$ cat src/rtl/multi_level_parking_ctrl.sv
// Password-gated entry controller for a multi-level car park: admits cars up to
// CAPACITY, tracks occupancy from exit-gate edges and locks out repeated bad passwords.
module multi_level_parking_ctrl #(
   parameter int                  CAPACITY    = 8,
   parameter int                  PW_WIDTH    = 4,
   parameter logic [PW_WIDTH-1:0] PASSCODE    = 4'b1011,
   parameter int                  MAX_TRIES   = 3,
   parameter int                  WAIT_CYCLES = 16,
   parameter int                  LOCK_CYCLES = 32
) (
   input  logic                             CLOCK,
   input  logic                             RESET,
   input  logic                             Entrance,
   input  logic                             Exit,
   input  logic [PW_WIDTH-1:0]              PASSWORD,
   input  logic                             PASS_VALID,
   output logic                             Green,
   output logic                             Red,
   output logic [$clog2(CAPACITY+1)-1:0]    Count_CAR,
   output logic [2:0]                       INDICATOR,
   output logic                             Full,
   output logic                             Alarm
);

   localparam int CW   = $clog2(CAPACITY + 1);
   localparam int TRW  = $clog2(MAX_TRIES + 1);
   localparam int TMAX = (WAIT_CYCLES > LOCK_CYCLES) ? WAIT_CYCLES : LOCK_CYCLES;
   localparam int TW   = $clog2(TMAX + 1);

   localparam logic [CW-1:0]  CAP_C     = CW'(CAPACITY);
   localparam logic [TRW-1:0] TRIES_MAX = TRW'(MAX_TRIES);
   localparam logic [TW-1:0]  WAIT_LAST = TW'(WAIT_CYCLES - 1);
   localparam logic [TW-1:0]  LOCK_LAST = TW'(LOCK_CYCLES - 1);

   typedef enum logic [2:0] {
      IDLE          = 3'b000,
      WAIT_PASSWORD = 3'b001,
      WRONG_PASS    = 3'b010,
      RIGHT_PASS    = 3'b011,
      LOCKOUT       = 3'b100
   } state_t;

   state_t         state, state_next;
   logic [TRW-1:0] tries, tries_next;
   logic [TW-1:0]  timer, timer_next;
   logic [CW-1:0]  count_next;
   logic           exit_q;
   logic           exit_edge;
   logic           admit;

   assign exit_edge = Exit && !exit_q;
   assign INDICATOR = state;

   // Next-state, timer and retry bookkeeping; admit flags the single cycle a car is accepted.
   always_comb begin
      state_next = state;
      tries_next = tries;
      timer_next = timer;
      admit      = 1'b0;
      case (state)
         IDLE: begin
            if (Entrance && (Count_CAR < CAP_C)) begin
               state_next = WAIT_PASSWORD;
               timer_next = '0;
            end
         end
         WAIT_PASSWORD: begin
            if (PASS_VALID) begin
               if (PASSWORD == PASSCODE) begin
                  state_next = RIGHT_PASS;
                  tries_next = '0;
                  admit      = 1'b1;
               end else begin
                  state_next = WRONG_PASS;
                  tries_next = (tries == TRIES_MAX) ? tries : tries + 1'b1;
               end
            end else if (timer == WAIT_LAST) begin
               state_next = IDLE;
               tries_next = '0;
               timer_next = '0;
            end else begin
               timer_next = timer + 1'b1;
            end
         end
         WRONG_PASS: begin
            timer_next = '0;
            state_next = (tries == TRIES_MAX) ? LOCKOUT : WAIT_PASSWORD;
         end
         LOCKOUT: begin
            if (timer == LOCK_LAST) begin
               state_next = IDLE;
               tries_next = '0;
               timer_next = '0;
            end else begin
               timer_next = timer + 1'b1;
            end
         end
         RIGHT_PASS: begin
            if (!Entrance) state_next = IDLE;
         end
         default: begin
            state_next = IDLE;
            tries_next = '0;
            timer_next = '0;
         end
      endcase
   end

   // A simultaneous admission and exit edge cancel out; the count saturates at both ends.
   always_comb begin
      count_next = Count_CAR;
      if (admit && !exit_edge && (Count_CAR != CAP_C))
         count_next = Count_CAR + 1'b1;
      else if (exit_edge && !admit && (Count_CAR != '0))
         count_next = Count_CAR - 1'b1;
   end

   // Moore outputs are registered from the next state so they align with INDICATOR.
   always_ff @(posedge CLOCK) begin
      if (RESET) begin
         state     <= IDLE;
         tries     <= '0;
         timer     <= '0;
         Count_CAR <= '0;
         exit_q    <= 1'b0;
         Green     <= 1'b0;
         Red       <= 1'b0;
         Full      <= 1'b0;
         Alarm     <= 1'b0;
      end else begin
         state     <= state_next;
         tries     <= tries_next;
         timer     <= timer_next;
         Count_CAR <= count_next;
         exit_q    <= Exit;
         Green     <= (state_next == RIGHT_PASS);
         Red       <= (state_next == WRONG_PASS) || (state_next == LOCKOUT) ||
                      ((state_next == IDLE) && (count_next == CAP_C));
         Full      <= (count_next == CAP_C);
         Alarm     <= (state_next == LOCKOUT);
      end
   end

endmodule

$ cat config.mk
export PLATFORM = sky130hd
export DESIGN_NAME = multi_level_parking_ctrl
export DESIGN_NICKNAME = d
export VERILOG_FILES = /design/src/rtl/multi_level_parking_ctrl.sv
export SDC_FILE = /design/constraint.sdc
export NUM_CORES = 1
export LEC_CHECK = 0
export BUFFER_PORTS_ARGS = -buffer_cell sky130_fd_sc_hd__buf_2
export CAP_MARGIN = 25
export CORE_MARGIN = 3
export CORE_UTILIZATION = 49
export CTS_CLUSTER_SIZE = 20
export DETAILED_ROUTE_END_ITERATION = 10
export GPL_TIMING_DRIVEN = 0
export PLACE_DENSITY = 0.74
export SYNTH_ARGS = -nofsm -noshare
export SYNTH_HDL_FRONTEND = slang
export SYNTH_SLANG_ARGS = --single-unit
$ cat constraint.sdc
create_clock -name CLOCK -period 1.6 [get_ports CLOCK]
set_input_delay 0.32 -clock CLOCK [delete_from_list [all_inputs] [get_ports CLOCK]]
set_output_delay 0.32 -clock CLOCK [all_outputs]
set_load 0.02 [all_outputs]
Word-level counts from Yosys, hierarchy flattened:

Cells that the tools add are included.

* flip-flop bits (word level): 20
* input bits: 9
* output and inout bits: 11
* word-level logic and storage cells: 76

* $add $sub $neg: 4
* magnitude comparators: 1
* eq/ne operators: 18
* multiplexer cells: 24
* bitwise logic cells: 2
* reduce and logical (&&, ||, !) cells: 18

Operators with widths (count)
* two-way mux 6 bit: 4
* case mux 6 bit (4 select lines): 1
* two-way mux 3 bit: 6
* case mux 3 bit (5 select lines): 1
* == test 3 x 2 -> 1 bit (second input constant): 4
* two-way mux 2 bit: 5
* == test 4 bit (second input constant): 2
* two-way mux 4 bit: 2
* inequality test 4 bit (second input constant): 2
* logical AND 1 bit: 7
* adder 6 x 1 -> 6 bit (second input constant): 1
* == test 3 bit (second input constant): 2
* == test 6 x 4 -> 1 bit (second input constant): 1
* == test 6 x 5 -> 1 bit (second input constant): 1
* logical NOT 3 bit: 2
* inequality test 2 bit (second input constant): 3
* case mux 2 bit (3 select lines): 1
* adder 4 x 1 -> 4 bit (second input constant): 1
* < comparator 4 bit (second input constant): 1
* two-way mux 1 bit: 4
* AND reduction 4 bit: 1
* nonzero test 4 bit: 1
* subtractor 4 x 1 -> 4 bit (second input constant): 1
* == test 3 x 1 -> 1 bit (second input constant): 1
* 8 further kinds: 12

Longest topological paths before layout:

* depth in word-level cells: 12
* depth in mapped cells: 8
* mapped depth without buffers: 8

Worst setup path after synthesis:

Ideal clock, no wire load.

* path type: register to register
* start point: register Count_CAR[0]
* end point: register Red
* library setup time: 0.126 ns
* data arrival time: 1.751 ns
* required time: 1.474 ns
* setup slack: -0.277 ns
* cell stages (with the launch flop): 9
* path buffers: 0
* clock period less this slack: 1.877 ns
* cell sequence: dfxtp_1 inv_1 ha_1 nor3b_1 a311oi_1 nor2_1 o32a_2 nand3_2 o31ai_2

* cells in the longest elaborated chain, start to end: 7
* elaborated cells between the ends (all ways): 19
* classes of those cells: add/sub (2); order compare (1); eq/ne (4); mux (4); reduce/logical (8)

RTL lines
* start, declared: line 19 `output logic [$clog2(CAPACITY+1)-1:0] Count_CAR,`
* start signal, assigned: line 134 `Count_CAR <= count_next;`
* < comparator 4 bit / nonzero test 4 bit (equally long branches): line 62, 114
* logical AND 1 bit, on equally long branches: line 62, 114
* two-way mux 3 bit / two-way mux 4 bit (equally long branches): line 62, 114
* case mux 3 bit (5 select lines) / two-way mux 4 bit (equally long branches): line 60, 112
* == test 3 x 2 -> 1 bit (tied with other cells): line 137 `Red <= (state_next == WRONG_PASS) || (state_next == LOCKOUT) ||`
* logical OR 1 bit / logical AND 1 bit (equally long branches): line 137, 138
* logical OR 1 bit *: line 137
* end signal, assigned: line 137
* end, declared: line 18 `output logic Red,`

Mark *: on every way between the ends. The rest lies on a longest branch, timed or not.
A chain may end at the register's enable or synchronous reset.

Final worst setup path:

* start point: register Count_CAR[1]
* end point: register Red

The elaborated chain is that of the path after synthesis.

==> results.cfg <==
[synthesis]
dominantRegCellSynth = dfxtp_1
seq_area_frac_synth_pct = 34.4
yosysWarnings = 0
synthArstFlopShare_pct = 0
ys_ff_latch = 20
syn_area_um2 = 1160
yosys.area.top_type = dfxtp_1
synth_nets = 158
avgSynthCellArea_um2 = 8.02
ys_types = 42
synth_edf_count = 0
syn_inst = 145
synthTopCellsByArea = dfxtp_1 (34%), nor2_1 (8.4%), a21oi_1 (5.6%), ha_1 (4.3%), nand2b_1 (2.7%)
synth.top_cell.area_share_pct = 34.4

[floorplan]
dieArea_um2 = 3000
ioPinCount = 20
rows = 17
coreArea_um2 = 2230
die_width_um = 54.7
start_util_pct = 52.1
chipHeight_um = 54.7

[placed_design]
gp_congestion = 0.829
dp_cells = 191
place_hpwl_mm = 2.04
io_buffers = 18

[critical_path]
crit_fanout = 5
worst_setup_path_start_kind = flip-flop
arrival_ns = 1.96
path_class = reg2reg
setup.worst_path.end_class = flip-flop
required_ns = 1.82

[grt]
grt_pass1_wl_mm = 5.42
antenna_found_initial = 0
grt-ovfl-total = 0
grt_pass1_vias = 1143
grt_max_degree = 12
grtUsageTotal_pct = 25.1

[layout]
fin_nets = 200
drive_gt1_share_pct = 48.9
num-fill-cells = 146
synthToLayoutAreaGrowth_pct = 46.0
num_antenna_cells = 0
fin_cells = 214
final_cell_mix = nor2_1 (20), buf_2 (20), buf_4 (17)

[sta]
setup_viol = 9
relSlewSlack_pct = 60.2
fin_crit_sh_pct = 109
slew_violations = 0
hold_viol_final = 0
rsz0062_at_grt = true
min_period_ns = 1.74
worst_pin_slew_ns = 0.596
fin_ws_ns = -0.143
fin_tns_setup_ns = -0.456
max_freq_mhz = 574
fin_skew_ns = 0.00209
holdWs_ns = 0.261

[route]
wl_per_cell_um = 16.8
first_pass_iters = 4
postRouteAntennaNets = 0
drtIter0Drc = 52
drc = 0
vias = 1313
via_per_inst = 6.14
routed_wl_mm = 3.60

[pwr]
p_leak_nw = 0.683
peakVddDrop_v = 0.00107
power_frac_clock_pct = 14.0
p_int_w = 0.00110
combPwrFrac_pct = 51.7
power.density_nw_per_um2 = 1050
switching_share_pct = 38.1
p_sw_w = 0.000679
seqPwrFrac_pct = 34.3

[clock_tree]
htree_levels = 1
clk_pin_slew_ns = 0.11
clock_latency_ns = 0.29
cts_num_sinks = 20
cts_root_buf = clkbuf_4
cts_tree = done
cts_max_path_buffers = 2
cts_hold_buf = 0
numCtsBuffers = 3

[run_status]
status = finished with violations
violations = negative setup slack

[worst_hold_path]
worstHoldPathType = in2reg

[job]
cap_viol_max_count = 0
path summary, 6_finish.rpt:
check / startpoint / to / slack [ns] / cells past startpoint
max: Count_CAR[1]$_SDFF_PP0_ / Red$_SDFF_PP0_ / -0.14 / 8
max reg2reg: Count_CAR[1]$_SDFF_PP0_ / Red$_SDFF_PP0_ / -0.14 / 8
min: Exit / exit_q$_SDFF_PP0_ / 0.26 / 2
min reg2reg: tries[1]$_SDFFE_PP0P_ / tries[1]$_SDFFE_PP0P_ / 0.48 / 2
cell usage after synthesis (3+ instances only):
| library cell | instances |
|---|---|
| nor2_1 | 26 |
| dfxtp_1 | 20 |
| a21oi_1 | 13 |
| nand2_1 | 8 |
| inv_1 | 6 |
| nand2b_1 | 5 |
| o21ai_0 | 5 |
| clkbuf_1 | 4 |
| ha_1 | 4 |
| nand3_1 | 4 |
| nor3_1 | 4 |
| o21ai_1 | 4 |
| a31oi_1 | 3 |
| nor2b_1 | 3 |
| or3_1 | 3 |
| xnor2_1 | 3 |
state kept, by name, summed over array words and instances, names as in the netlist:
name,count
Red,1
tries,2
Green,1
Count_CAR,4
Full,1
Alarm,1
timer,6
exit_q,1
INDICATOR,3
layout make-up:
cell class              instances  area [um^2]  share of cell area (%)
well taps                      28         35.0                    2.06
inverters                       6         22.5                    1.33
flip-flops and latches         20          430                    25.3
plain buffers                   6         35.0                    2.06
clock buffers                   4         26.3                    1.55
multi-input cells             113          912                    53.7
repair buffers                 37          238                    14.0
per-stage QoR:
stage | cell area [um^2] | setup slack [ns] | utilization, % | power, W
2_1_floorplan | 1220 | -0.0951 | - | 0.00115
5_1_grt | 1700 | -0.228 | 76.1 | 0.00190
4_1_cts | 1600 | -0.109 | 71.5 | 0.00168
3_5_place_dp | 1340 | -0.298 | 60.2 | 0.00131
6_report | 1700 | -0.143 | 76.1 | 0.00178
3_3_place_gp | 1340 | -0.241 | 60.2 | 0.00128
power groups by stage:
stage | Combinational [W] | Sequential, W | Clock, W
3_3_place_gp | 0.000639 | 0.000637 | 0
5_1_grt | 0.000998 | 0.000618 | 0.000280
4_1_cts | 0.000823 | 0.000606 | 0.000251
3_5_place_dp | 0.000667 | 0.000643 | 0
6_report | 0.000922 | 0.000612 | 0.000249
2_1_floorplan | 0.000466 | 0.000689 | 0
routing by layer:
metal	vias to the layer above	GRT usage [%]	routed length [um]
met2	64	41.1	1740
met3	12	4.63	297
met4	0	4.15	91
li1	601	-	-
met5	-	0	0
met1	636	34.2	1470
worst max-delay path, stage by stage, from the launching register on:
cell and delay [ns]:
dfxtp_4 0.39, inv_2 0.04, ha_4 0.16, and3b_2 0.22
nand3b_1 0.17, mux2i_1 0.20, xnor2_1 0.19, nand3_2 0.12
o31ai_2 0.18
cell families after synthesis:
family,count (synthesis),share of synthesized area [%]
AOI/OAI and AO/OA,34,19.1
xor gates and xnor gates,3,2.26
adders and majority gates,4,4.30
buffers and inverters,12,4.09
DFF,20,34.4
muxes,2,1.83
and+or+nand+nor,70,34.0
what timing repair did:
action	CTS	global route
gates resized for setup	27	22
setup endpoints to repair	15	16
buffers inserted	14	4
endpoints found under the hold margin	0	0
pin swaps	14	10
cloned	0	1
(Power assumes the default switching activity.)
